`src/rtl/pc_ctrl_pkg.sv`:
```
// rtl/pc_ctrl_pkg.sv - shared state encoding and next-PC select constants for pc_ctrl
package pc_ctrl_pkg;

    typedef enum logic [1:0] {
        ST_IDLE = 2'd0,
        ST_RUN  = 2'd1,
        ST_MULT = 2'd2
    } state_e;

    // Next-PC mux select codes, also used by the ID-stage next-PC mux.
    localparam logic [1:0] PC_SEL_SEQ    = 2'b00;
    localparam logic [1:0] PC_SEL_BRANCH = 2'b01;
    localparam logic [1:0] PC_SEL_JUMP   = 2'b10;

    // Wide enough for the largest legal multiply latency (15).
    localparam int MUL_CNT_W = 4;

endpackage

```
`src/rtl/pc_ctrl_sat_counter.sv`:
```
// rtl/pc_ctrl_sat_counter.sv - enabled up-counter that sticks at all-ones
module sat_counter #(
    parameter int W = 32
) (
    input  logic         clk_i,
    input  logic         rst_ni,
    input  logic         en_i,
    output logic [W-1:0] cnt_o
);

    logic [W-1:0] cnt_q;
    logic [W-1:0] cnt_d;

    always_comb begin
        cnt_d = cnt_q;
        if (en_i && (cnt_q != {W{1'b1}})) begin
            cnt_d = cnt_q + W'(1);
        end
    end

    always_ff @(posedge clk_i or negedge rst_ni) begin
        if (!rst_ni) begin
            cnt_q <= '0;
        end else begin
            cnt_q <= cnt_d;
        end
    end

    assign cnt_o = cnt_q;

endmodule

```
`src/rtl/pc_ctrl.sv`:
```
// rtl/pc_ctrl.sv - per-cycle PC update / IF-ID / ID-EX / freeze decision for the 5-stage pipe
module pc_ctrl
    import pc_ctrl_pkg::*;
#(
    parameter int MUL_LATENCY = 3,
    parameter int CNT_W       = 32
) (
    input  logic             clk_i,
    input  logic             rst_i,
    input  logic             start_i,
    input  logic             ld_use_hazard_i,
    input  logic             branch_taken_i,
    input  logic             jump_i,
    input  logic             mem_stall_i,
    input  logic             mult_start_i,
    output logic             pc_we_o,
    output logic [1:0]       pc_sel_o,
    output logic             if_id_we_o,
    output logic             if_id_flush_o,
    output logic             id_ex_bubble_o,
    output logic             freeze_o,
    output logic             mult_busy_o,
    output logic [CNT_W-1:0] stall_cnt_o
);

    state_e               state_q;
    state_e               state_d;
    logic [MUL_CNT_W-1:0] mcnt_q;
    logic [MUL_CNT_W-1:0] mcnt_d;
    logic                 run_rules;
    logic                 stall_en;

    always_comb begin
        pc_we_o        = 1'b0;
        pc_sel_o       = PC_SEL_SEQ;
        if_id_we_o     = 1'b0;
        if_id_flush_o  = 1'b0;
        id_ex_bubble_o = 1'b0;
        freeze_o       = 1'b0;
        mult_busy_o    = (state_q == ST_MULT);
        state_d        = state_q;
        mcnt_d         = mcnt_q;
        run_rules      = 1'b0;

        case (state_q)
            ST_IDLE: begin
                freeze_o = 1'b1;
                if (start_i) begin
                    state_d = ST_RUN;
                end
            end
            ST_RUN: begin
                if (mem_stall_i) begin
                    freeze_o = 1'b1;
                end else if (mult_start_i) begin
                    freeze_o = 1'b1;
                    mcnt_d   = MUL_CNT_W'(MUL_LATENCY - 1);
                    state_d  = ST_MULT;
                end else begin
                    run_rules = 1'b1;
                end
            end
            ST_MULT: begin
                if (mcnt_q != '0) begin
                    freeze_o = 1'b1;
                    mcnt_d   = mcnt_q - MUL_CNT_W'(1);
                end else if (mem_stall_i) begin
                    freeze_o = 1'b1;
                end else begin
                    run_rules = 1'b1;
                    state_d   = ST_RUN;
                end
            end
            default: begin
                freeze_o = 1'b1;
                state_d  = ST_IDLE;
            end
        endcase

        // Hazard/redirect priority shared by RUN and the MULT release cycle.
        if (run_rules) begin
            if (ld_use_hazard_i) begin
                id_ex_bubble_o = 1'b1;
            end else if (jump_i) begin
                pc_we_o       = 1'b1;
                pc_sel_o      = PC_SEL_JUMP;
                if_id_flush_o = 1'b1;
            end else if (branch_taken_i) begin
                pc_we_o       = 1'b1;
                pc_sel_o      = PC_SEL_BRANCH;
                if_id_flush_o = 1'b1;
            end else begin
                pc_we_o    = 1'b1;
                if_id_we_o = 1'b1;
            end
        end

        // Dropping start overrides the next state but not this cycle's outputs.
        if ((state_q != ST_IDLE) && !start_i) begin
            state_d = ST_IDLE;
            mcnt_d  = '0;
        end
    end

    always_ff @(posedge clk_i or negedge rst_i) begin
        if (!rst_i) begin
            state_q <= ST_IDLE;
            mcnt_q  <= '0;
        end else begin
            state_q <= state_d;
            mcnt_q  <= mcnt_d;
        end
    end

    assign stall_en = (state_q != ST_IDLE) && !pc_we_o;

    sat_counter #(
        .W (CNT_W)
    ) u_stall_cnt (
        .clk_i  (clk_i),
        .rst_ni (rst_i),
        .en_i   (stall_en),
        .cnt_o  (stall_cnt_o)
    );

endmodule

```
`config.mk`:
```
export PLATFORM = sky130hd
export DESIGN_NAME = pc_ctrl
export DESIGN_NICKNAME = d
export VERILOG_FILES = /design/src/rtl/pc_ctrl_pkg.sv /design/src/rtl/pc_ctrl_sat_counter.sv /design/src/rtl/pc_ctrl.sv
export SDC_FILE = /design/constraint.sdc
export NUM_CORES = 1
export LEC_CHECK = 0
export CORE_MARGIN = 2
export CORE_UTILIZATION = 40
export CTS_CLUSTER_SIZE = 28
export DETAILED_ROUTE_END_ITERATION = 8
export GPL_ROUTABILITY_DRIVEN = 0
export PLACE_DENSITY = 0.66
export SYNTH_ARGS = -nofsm -noshare
export SYNTH_HDL_FRONTEND = slang
export SYNTH_SLANG_ARGS = --single-unit
```
`constraint.sdc`:
```
create_clock -name clk_i -period 2.45 [get_ports clk_i]
set_input_delay 0.49 -clock clk_i [delete_from_list [all_inputs] [get_ports clk_i]]
set_output_delay 0.49 -clock clk_i [all_outputs]
set_load 0.02 [all_outputs]
```
==> results.py <==
metrics = {
    "cells_and_area": {
        "num_antenna_cells": 0,
        "area_delta_synth_final_pct": 40.2,
        "drive_gt1_frac": 0.220,
        "fill_cells": 457,
        "nNetsFinal": 310,
    },
    "critical_path": {
        "startpoint_type": "flop",
        "critPathRequiredTime_ns": 1.96,
        "crit_type": "reg2out",
        "slowest_delay_ns": 0.40,
        "crit_slowest_cell": "dfrtp_1",
        "worstPathArrival_ns": 1.89,
        "cp_max_fo": 3,
        "crit_path_cell_trace": "inv_2 > ha_4 > nand4bb_4 > a2111oi_4 > buf_4 > nor3b_4 > buf_6",
        "end_kind": "output pin",
    },
    "detailed_routing": {
        "drc": 0,
        "via_per_inst": 5.16,
        "drt_iter0_markers": 151,
        "postRouteAntennaNets": 0,
        "wl_per_cell_um": 13.9,
        "dr.pass1.iters": 4,
        "vias": 1890,
        "drt-total-wl_um": 5080,
    },
    "timing": {
        "period_share": 0.971,
        "drv_slew": 0,
        "hold_viol_final": 0,
        "setup_slack_ns": 0.0705,
        "rsz0062_at_grt": "yes",
        "min_period_ns": 2.38,
        "finalSetupViolCount": 0,
        "clock.fmax_mhz": 420,
        "worst_slew_pin_slew_ns": 0.864,
        "skew_ns": 0.00187,
        "slew_headroom": 0.424,
    },
    "floorplan": {
        "die_w_um": 77.7,
        "rows": 26,
        "dieHeight_um": 77.7,
        "die_area_um2": 6040,
        "core_um2": 5170,
        "io_pins": 48,
        "initial_core_util": 0.420,
    },
    "power": {
        "finalPower_uw": 2770,
        "ir_drop_v": 0.000657,
        "p_per_area_nw_per_um2": 909,
        "p_leak_uw": 0.00121,
    },
    "synth": {
        "synth_top_area_share": 0.438,
        "syn_area_um2": 2170,
        "syn_area_per_cell_um2": 10.0,
        "ys.warnings.count": 0,
        "synth-edff-count": 0,
        "syn_nets": 231,
        "yosysMostFrequentCell": "dfrtp_1",
        "synth-seq-cells": 38,
        "synth-main-ff-cell": "dfrtp_1",
        "yosys-top-cells-area": "dfrtp_1 44%, xnor2_1 6.0%, xor2_1 6.0%, nand4_1 4.9%, ha_1 3.5%",
        "synthTopCellsByCount": "38 x dfrtp_1, 19 x nand2_1, 17 x nand4_1",
        "ys_async_sr_fraction": 1.00,
        "seq_area_frac_synth": 0.438,
        "synth_cell_types": 43,
        "postSynthCellCount": 217,
        "yosys.area.top_type": "dfrtp_1",
    },
    "min_path": {
        "hold_class": "in2async",
    },
    "placed_design": {
        "portBuffers": 47,
        "dpl_worst_slack_ns": -0.430,
        "place_hpwl_um": 3710,
    },
    "grt": {
        "gr-total-overflow": 0,
        "grt_pass1_vias": 1908,
        "grt.total_usage": 0.180,
        "grt_max_degree": 39,
        "antenna_found_initial": 0,
        "grt_pass1_wl_um": 8830,
    },
    "cts": {
        "clockBufferDepth": 2,
        "cts_hold_buf": 0,
        "cts.clk_slew.worst_paths_ns": 0.07,
        "clock-sinks": 38,
        "cts_tree": "yes",
        "h-tree-depth": 2,
        "clock_latency_ns": 0.28,
        "cts_buffers": 5,
        "ctsRootBufferMaster": "clkbuf_8",
    },
    "flow_run": {
        "timing.max_cap.violations": 0,
    },
    "status": {
        "run_status": "completed",
    },
}
path summary, 6_finish.rpt:
check                      slack, ns                  start                    end  cells past startpoint
max                             0.07              mcnt_q[0]             if_id_we_o                      7
min                             0.31                  rst_i   u_stall_cnt.cnt_o[6]                      1
max reg2reg                     0.22             state_q[0]  u_stall_cnt.cnt_o[29]                     11
min reg2reg                     0.52  u_stall_cnt.cnt_o[31]  u_stall_cnt.cnt_o[31]                      1
max in group asynchronous       1.59                  rst_i  u_stall_cnt.cnt_o[26]                      1
min in group clk_i              0.52  u_stall_cnt.cnt_o[31]  u_stall_cnt.cnt_o[31]                      1
state kept, by name (all words and copies together) (netlist names):
name	flops
mcnt_q	4
state_q	2
u_stall_cnt.cnt_o	32
routing by layer:
layer | routed length, µm | up-vias | global-route usage
met5 | 0 | - | 0
met4 | 67 | 0 | 0.0554
met3 | 193 | 7 | 0.0395
met2 | 2330 | 39 | 0.285
met1 | 2490 | 893 | 0.245
li1 | - | 951 | -
where the power goes:
part | leakage, µW | internal [µW] | total [µW] | switching [µW]
Clock | 0.0000383 | 196 | 404 | 208
Sequential | 0.000460 | 752 | 916 | 164
Combinational | 0.000707 | 704 | 1450 | 745
Total | 0.00121 | 1650 | 2770 | 1120
area by class of cell:
class,instances,area [µm²],share of cell area
clock buffer,7,76.3,0.0251
inverter,10,37.5,0.0123
multi-input combinational,164,1220,0.399
sequential,38,951,0.312
tap,70,87.6,0.0287
timing repair buffer,77,678,0.223
cells by family after synthesis:
| logic type | after synthesis | synth area share |
|---|---|---|
| XOR/XNOR | 30 | 0.121 |
| adder cells (fa/ha/maj) | 6 | 0.0345 |
| AND/OR/NAND/NOR | 99 | 0.260 |
| AO/OA/AOI/OAI | 26 | 0.0956 |
| buffers and inverters | 15 | 0.0368 |
| flip-flops | 38 | 0.438 |
| multiplexers | 3 | 0.0150 |
cell usage in the layout, fill, tap and decap left out, types with 2 or more instances in the layout:
cell	count
a2111oi_4	2
a21oi_1	4
and3_1	3
buf_2	3
buf_4	29
buf_6	3
clkbuf_1	2
clkbuf_2	2
clkbuf_8	5
clkdlybuf4s50_1	38
dfrtp_1	38
ha_1	3
ha_4	3
inv_1	5
inv_2	5
nand2_1	19
nand3_1	13
nand4_1	17
nor2_1	14
nor3_1	13
nor4_1	6
o211ai_1	2
o21a_1	2
o21ai_0	10
xnor2_1	15
xor2_1	15
per-stage QoR:
| step | hold slack (ns) | util | TNS [ns] | instances | area, µm² |
|---|---|---|---|---|---|
| floorplan | 0.194 | - | -0.0361 | 217 | 2210 |
| global placement | 0.505 | 0.563 | -1.76 | 354 | 2910 |
| detailed placement | 0.505 | 0.563 | -1.91 | 354 | 2910 |
| CTS | 0.338 | 0.586 | 0 | 365 | 3030 |
| global route | 0.376 | 0.589 | -0.0830 | 366 | 3050 |
| finish | 0.313 | 0.589 | 0 | 366 | 3050 |
worst max-delay path: cells and delay by family, from the launching register on:
kind | cells | cell delay [ns]
adders and majority gates | 1 | 0.14
buffers and inverters | 3 | 0.40
DFF | 1 | 0.40
and+or+nand+nor | 2 | 0.31
AOI/OAI and AO/OA | 1 | 0.35
what timing repair did:
action | CTS | global route
gates resized for setup | 26 | 12
buffers inserted | 4 | 1
endpoints found under the setup margin | 7 | 6
pin swaps | 2 | 0
(Power assumes the default switching activity.)
